===== config.mk =====
export PLATFORM = sky130hd
export DESIGN_NAME = timer_scheduler
export DESIGN_NICKNAME = d
export VERILOG_FILES = /design/src/rtl/timer_scheduler_pkg.sv /design/src/rtl/timer_scheduler_rr_picker.sv /design/src/rtl/timer_scheduler.sv
export SDC_FILE = /design/constraint.sdc
export NUM_CORES = 1
export LEC_CHECK = 0
export ABC_AREA = 1
export CAP_MARGIN = 20
export CELL_PAD_IN_SITES_DETAIL_PLACEMENT = 0
export CELL_PAD_IN_SITES_GLOBAL_PLACEMENT = 1
export CORE_MARGIN = 1.5
export CORE_UTILIZATION = 45
export CTS_CLUSTER_DIAMETER = 120
export DETAILED_ROUTE_END_ITERATION = 12
export PLACE_DENSITY_LB_ADDON = 0.05
export SYNTH_ARGS = -nofsm -noshare
export SYNTH_HDL_FRONTEND = slang
export SYNTH_HIERARCHICAL = 1
export SYNTH_SLANG_ARGS = --single-unit

===== constraint.sdc =====
create_clock -name clk_i -period 3.8 [get_ports clk_i]
set_input_delay 0.57 -clock clk_i [delete_from_list [all_inputs] [get_ports clk_i]]
set_output_delay 0.57 -clock clk_i [all_outputs]
set_load 0.02 [all_outputs]

===== src/rtl/timer_scheduler_pkg.sv =====
`default_nettype none
// ============================================================================
//  Module   : timer_scheduler_pkg
//  Purpose  : Shared arbiter state encodings and sizing helper for the
//             timer scheduler and its round-robin picker.
//  Contents : ARB_IDLE_S / ARB_WAIT_S state codes, N_REQ_MAX, idx_width().
//  Revision : 1.0 - initial release
// ============================================================================
package timer_scheduler_pkg;

   // Arbiter states (2-bit encoding; codes 2 and 3 are illegal)
   localparam logic [1:0] ARB_IDLE_S = 2'd0;
   localparam logic [1:0] ARB_WAIT_S = 2'd1;

   localparam int unsigned N_REQ_MAX = 8;

   // Width of an index into an n-entry vector, never less than 1 bit
   function automatic int unsigned idx_width(input int unsigned n);
      return (n > 1) ? $clog2(n) : 1;
   endfunction

endpackage : timer_scheduler_pkg
`default_nettype wire


===== src/rtl/timer_scheduler_rr_picker.sv =====
`default_nettype none
// ============================================================================
//  Module   : timer_scheduler_rr_picker
//  Purpose  : Combinational round-robin selector. Scans pend starting at
//             last+1 and wrapping modulo N_REQ, returning the first set bit.
//  Ports    : pend_i  [N_REQ] pending request bits
//             last_i  [IW]    index of the most recent owner (lowest priority)
//             pick_o  [N_REQ] one-hot selected requester (0 if none)
//             idx_o   [IW]    binary index of pick_o
//             valid_o [1]     any request pending
//  Revision : 1.0 - initial release
// ============================================================================
module timer_scheduler_rr_picker
   import timer_scheduler_pkg::*;
#(
   parameter  int unsigned N_REQ = 4,
   localparam int unsigned IW    = idx_width(N_REQ)
) (
   input  logic [N_REQ-1:0] pend_i,
   input  logic [IW-1:0]    last_i,
   output logic [N_REQ-1:0] pick_o,
   output logic [IW-1:0]    idx_o,
   output logic             valid_o
);

   logic          found;
   int unsigned   pos;
   logic [IW-1:0] pos_idx;

   assign valid_o = |pend_i;

   // k runs 1..N_REQ so the previous owner (offset N_REQ) is examined last
   always_comb begin
      pick_o  = '0;
      idx_o   = '0;
      found   = 1'b0;
      pos     = 0;
      pos_idx = '0;
      for (int unsigned k = 1; k <= N_REQ; k++) begin
         pos = 32'(last_i) + k;
         if (pos >= N_REQ) begin
            pos = pos - N_REQ;
         end
         pos_idx = pos[IW-1:0];
         if (!found && pend_i[pos_idx]) begin
            found           = 1'b1;
            pick_o[pos_idx] = 1'b1;
            idx_o           = pos_idx;
         end
      end
   end

endmodule : timer_scheduler_rr_picker
`default_nettype wire


===== src/rtl/timer_scheduler.sv =====
`default_nettype none
// ============================================================================
//  Module   : timer_scheduler
//  Purpose  : Shares one external timer between N_REQ requesters with
//             round-robin arbitration, per-requester cancel and a watchdog.
//  Ports    : clk_i        system clock
//             rst_n_i      asynchronous active-low reset
//             clr_i        synchronous clear of all state (pulses tmr_clr_o)
//             req_i        [N_REQ] request bits, set pending while high
//             cancel_i     [N_REQ] clear pending; aborts timer if owner
//             grant_o      [N_REQ] one-hot current owner, 0 when idle
//             done_o       [N_REQ] 1-cycle pulse when owner's timer expires
//             err_o        1-cycle pulse on watchdog abort
//             busy_o       high whenever not idle
//             tmr_start_o  1-cycle start pulse to the timer
//             tmr_clr_o    1-cycle clear pulse to the timer
//             tmr_pulse_i  expiry pulse from the timer
//  Revision : 1.0 - initial release
// ============================================================================
module timer_scheduler
   import timer_scheduler_pkg::*;
#(
   parameter int unsigned N_REQ    = 4,
   parameter logic [20:0] WDOG_MAX = 21'h00_0010
) (
   input  logic             clk_i,
   input  logic             rst_n_i,
   input  logic             clr_i,
   input  logic [N_REQ-1:0] req_i,
   input  logic [N_REQ-1:0] cancel_i,
   output logic [N_REQ-1:0] grant_o,
   output logic [N_REQ-1:0] done_o,
   output logic             err_o,
   output logic             busy_o,
   output logic             tmr_start_o,
   output logic             tmr_clr_o,
   input  logic             tmr_pulse_i
);

   localparam int unsigned   IW       = idx_width(N_REQ);
   localparam logic [IW-1:0] LAST_RST = IW'(N_REQ - 1);

   logic [1:0]       state_q, state_d;
   logic [N_REQ-1:0] pend_q, pend_d;
   logic [N_REQ-1:0] grant_q, grant_d;
   logic [N_REQ-1:0] done_q, done_d;
   logic             err_q, err_d;
   logic             busy_q, busy_d;
   logic             tmr_start_q, tmr_start_d;
   logic             tmr_clr_q, tmr_clr_d;
   logic [IW-1:0]    last_q, last_d;
   logic [IW-1:0]    owner_q, owner_d;
   logic [20:0]      wdog_q, wdog_d;

   logic [N_REQ-1:0] pick_w;
   logic [IW-1:0]    pick_idx_w;
   logic             pick_valid_w;
   logic [N_REQ-1:0] own_clr_w;     // owner's pend bit retired by DONE/abort

   timer_scheduler_rr_picker #(
      .N_REQ (N_REQ)
   ) u_picker (
      .pend_i  (pend_q),
      .last_i  (last_q),
      .pick_o  (pick_w),
      .idx_o   (pick_idx_w),
      .valid_o (pick_valid_w)
   );

   always_comb begin
      state_d     = state_q;
      grant_d     = grant_q;
      done_d      = '0;
      err_d       = 1'b0;
      tmr_start_d = 1'b0;
      tmr_clr_d   = 1'b0;
      last_d      = last_q;
      owner_d     = owner_q;
      wdog_d      = wdog_q;
      own_clr_w   = '0;

      if (clr_i) begin
         state_d   = ARB_IDLE_S;
         grant_d   = '0;
         last_d    = LAST_RST;
         owner_d   = '0;
         wdog_d    = '0;
         tmr_clr_d = 1'b1;
      end else begin
         case (state_q)
            ARB_IDLE_S: begin
               if (pick_valid_w) begin
                  grant_d     = pick_w;
                  owner_d     = pick_idx_w;
                  tmr_start_d = 1'b1;
                  wdog_d      = '0;
                  state_d     = ARB_WAIT_S;
               end
            end
            ARB_WAIT_S: begin
               wdog_d = wdog_q + 21'd1;
               // Expiry wins over a simultaneous cancel: the work is done,
               // so the timer needs no clear.
               if (tmr_pulse_i) begin
                  done_d    = grant_q;
                  own_clr_w = grant_q;
                  last_d    = owner_q;
                  grant_d   = '0;
                  state_d   = ARB_IDLE_S;
               end else if (|(cancel_i & grant_q)) begin
                  tmr_clr_d = 1'b1;
                  last_d    = owner_q;
                  grant_d   = '0;
                  state_d   = ARB_IDLE_S;
               end else if (wdog_q == WDOG_MAX) begin
                  err_d     = 1'b1;
                  tmr_clr_d = 1'b1;
                  own_clr_w = grant_q;
                  last_d    = owner_q;
                  grant_d   = '0;
                  state_d   = ARB_IDLE_S;
               end
            end
            default: begin
               state_d = ARB_IDLE_S;
               grant_d = '0;
            end
         endcase
      end

      // New REQ re-arms a bit retired this cycle; CANCEL overrides both
      if (clr_i) begin
         pend_d = '0;
      end else begin
         pend_d = ((pend_q & ~own_clr_w) | req_i) & ~cancel_i;
      end

      busy_d = (state_d != ARB_IDLE_S);
   end

   always_ff @(posedge clk_i or negedge rst_n_i) begin
      if (!rst_n_i) begin
         state_q     <= ARB_IDLE_S;
         pend_q      <= '0;
         grant_q     <= '0;
         done_q      <= '0;
         err_q       <= 1'b0;
         busy_q      <= 1'b0;
         tmr_start_q <= 1'b0;
         tmr_clr_q   <= 1'b0;
         last_q      <= LAST_RST;
         owner_q     <= '0;
         wdog_q      <= '0;
      end else begin
         state_q     <= state_d;
         pend_q      <= pend_d;
         grant_q     <= grant_d;
         done_q      <= done_d;
         err_q       <= err_d;
         busy_q      <= busy_d;
         tmr_start_q <= tmr_start_d;
         tmr_clr_q   <= tmr_clr_d;
         last_q      <= last_d;
         owner_q     <= owner_d;
         wdog_q      <= wdog_d;
      end
   end

   assign grant_o     = grant_q;
   assign done_o      = done_q;
   assign err_o       = err_q;
   assign busy_o      = busy_q;
   assign tmr_start_o = tmr_start_q;
   assign tmr_clr_o   = tmr_clr_q;

endmodule : timer_scheduler
`default_nettype wire


==> flow_summary.yaml <==
placement:
  dp_hpwl_mm: 5.22
  gp_congestion: 0.935
  portBuffers: 23
  placed_cells: 489
clock_network:
  clkLatencyLatePin_ps: 290
  cts_tree: "yes"
  cts-htree-levels: 2
  clk_path_buf_depth: 2
  path_clk_slew_ps: 80
  ctsHoldBuffers: 0
  post_cts_buffers: 0
  post_cts_resized: 0
  cts_root_buffer: "clkbuf_8"
  cts_buffers: 5
  clkSinkCount: 43
sta:
  drv_slew: 0
  timing.fmax_ghz: 0.442
  min_period_over_period_pct: 59.5
  finalHoldViolCount: 0
  min_period_ps: 2260
  rsz0062_at_grt: "false"
  final.setup_skew_ps: 7.65
  worstMarginPinSlew_ps: 526
  finalSetupViolCount: 0
  maxSlewHeadroom_pct: 64.8
  fin_tns_setup_ps: 0
setup_path:
  arrival_ps: 2490
  reg2reg_depth: 11
  timing.rr.start: "last_q[0]"
  worstSetupPathType: "reg -> reg"
  cp_max_fo: 15
  worstReg2RegEnd: "grant_o[0]"
  endpoint_kind: "register"
  start_kind: "register"
  r2r_setup_slack_ps: 1540
  crit_required_ps: 4030
synth:
  avgSynthCellArea_um2: 7.13
  syn-instance-count: 393
  ys_ff_latch: 43
  ys_seq_area_share_pct: 38.5
  ys_types: 32
  synth_area_um2: 2800
  yosysWarnings: 6
  syn-num-nets: 415
power_and_ir_drop:
  fin_total_pwr_mw: 1.16
  ir_drop_v: 0.000182
  netSwitchingFraction_pct: 32.0
  seqPwrFrac_pct: 43.2
  p_sw_mw: 0.371
  p_int_mw: 0.789
  power.leakage_nw: 1.53
  pwr-share-clk_pct: 32.0
  p_comb_share_pct: 24.8
  power_density_nw_per_um2: 358
floorplan:
  fp.dieH_um: 81.9
  die_w_um: 81.9
  coreArea_um2: 5960
  io-pin-count: 24
  initial_core_util_pct: 47.1
  rows: 28
  die_area_um2: 6710
status:
  run_status: "completed"
route:
  drcViolationCount: 0
  via_count: 2588
  first_pass_iters: 4
  wl_per_cell_um: 13.7
  vias_per_cell: 5.20
  drtIter0Drc: 179
  drt.antenna.violating_nets: 0
  wl_mm: 6.85
final_layout:
  fillCellCount: 583
  syn_to_final_growth_pct: 15.8
  final_cell_mix: "nand2_1 (96), inv_1 (47), nand3_1 (47)"
  drive_gt1_share_pct: 10.6
  nets: 444
  finalNonFillerCells: 498
  final_util_pct: 54.5
  layout_commonest_cell: "nand2_1"
  antenna_cells: 0
global_route:
  grt_antenna_before_repair: 0
  grt-ovfl-total: 0
  grt_start_max_net_pins: 44
  grt_pass1_vias: 2482
  grt_pass1_wl_mm: 11.8
  grtUsageTotal_pct: 23.1
worst_hold_path:
  hold_class: "in -> async"
flow_run:
  drv_cap: 0
## cell families (layout without fill, tap and decap cells)
| family | Yosys count | count (layout) | synth area share (%) |
|---|---|---|---|
| AND/OR/NAND/NOR | 228 | 228 | 38.0 |
| buffers and inverters | 57 | 87 | 8.35 |
| AO/OA/AOI/OAI | 54 | 54 | 10.6 |
| flip-flops | 43 | 43 | 38.5 |
| adder cells (fa/ha/maj) | 10 | 10 | 4.46 |
| other | 1 | 1 | 0.134 |
## power groups by stage
stage               sequential, mW  combinational (mW)  clock, mW
floorplan                    0.503               0.213          0
global placement             0.511               0.282          0
detailed placement           0.510               0.283          0
CTS                          0.501               0.285      0.385
global route                 0.504               0.328      0.410
finish                       0.502               0.288      0.372
## routing by layer
metal  vias up  wire (um)  GRT usage (%)
li1       1327          -              -
met4         0         47           6.10
met2        72       2850           32.3
met5         -          0              0
met3         4        401           4.56
met1      1185       3550           35.7
## cell usage after synthesis, drive strengths merged
| library cell | count | share of area [%] |
|---|---|---|
| a21boi | 4 | 1.1 |
| a21oi | 23 | 4.1 |
| a22o | 2 | 0.63 |
| a31oi | 1 | 0.22 |
| and3 | 1 | 0.22 |
| buf | 2 | 0.80 |
| clkbuf | 2 | 0.27 |
| conb | 1 | 0.13 |
| dfrtp | 41 | 37 |
| dfstp | 2 | 1.9 |
| ha | 10 | 4.5 |
| inv | 53 | 7.3 |
| nand2 | 107 | 16 |
| nand3 | 49 | 9.4 |
| nand4 | 5 | 1.1 |
| nor2 | 52 | 8.5 |
| nor3 | 9 | 1.6 |
| nor4 | 1 | 0.22 |
| o21a | 2 | 0.54 |
| o21ai | 21 | 3.7 |
| o31ai | 1 | 0.27 |
| or2 | 4 | 0.89 |
## worst max path at each step
stage	startpoint	to	slack (ps)	cells past startpoint
detailed placement	clr_i	wdog_q[11]	1450	11
global route	last_q[0]	grant_o[0]	1330	11
global placement	clr_i	wdog_q[11]	1530	11
finish	last_q[0]	grant_o[0]	1540	11
floorplan	last_q[0]	owner_q[1]	1810	10
CTS	last_q[0]	grant_o[0]	1590	11
## final cells by class
type	count	area, um2	share of cell area [%]
inverters	53	204	6.29
clock buffers	6	82.6	2.55
well taps	75	93.8	2.89
flip-flops and latches	43	1080	33.2
multi-input cells	293	1490	45.9
repair buffers	26	260	8.02
clock inverters	2	35.0	1.08
## stage by stage
stage | hold WS [ps] | setup WS, ps | instance area, um2
3_5_place_dp | 499 | 1450 | 3110
5_1_grt | 50.1 | 1330 | 3240
6_report | 71.6 | 1540 | 3240
3_3_place_gp | 505 | 1530 | 3110
4_1_cts | 448 | 1590 | 3220
2_1_floorplan | 274 | 1810 | 2800
## worst max-delay path: stages (launching register included)
cell     delay (ps)
dfstp_2         750
inv_6           100
ha_1            370
inv_1           180
nand3_1         100
nand2_1         110
nand2_1          80
inv_1           120
nand3_1          90
nand3_1         130
nand2_1          70
nand2_1         100
## sequential cells by signal, indices dropped and copies added, names as in the netlist, 2 cells and up
| name | count |
|---|---|
| last_q | 2 |
| grant_o | 4 |
| done_o | 4 |
| state_q | 2 |
| owner_q | 2 |
| wdog_q | 21 |
| pend_q | 4 |
(Power assumes the default switching activity.)
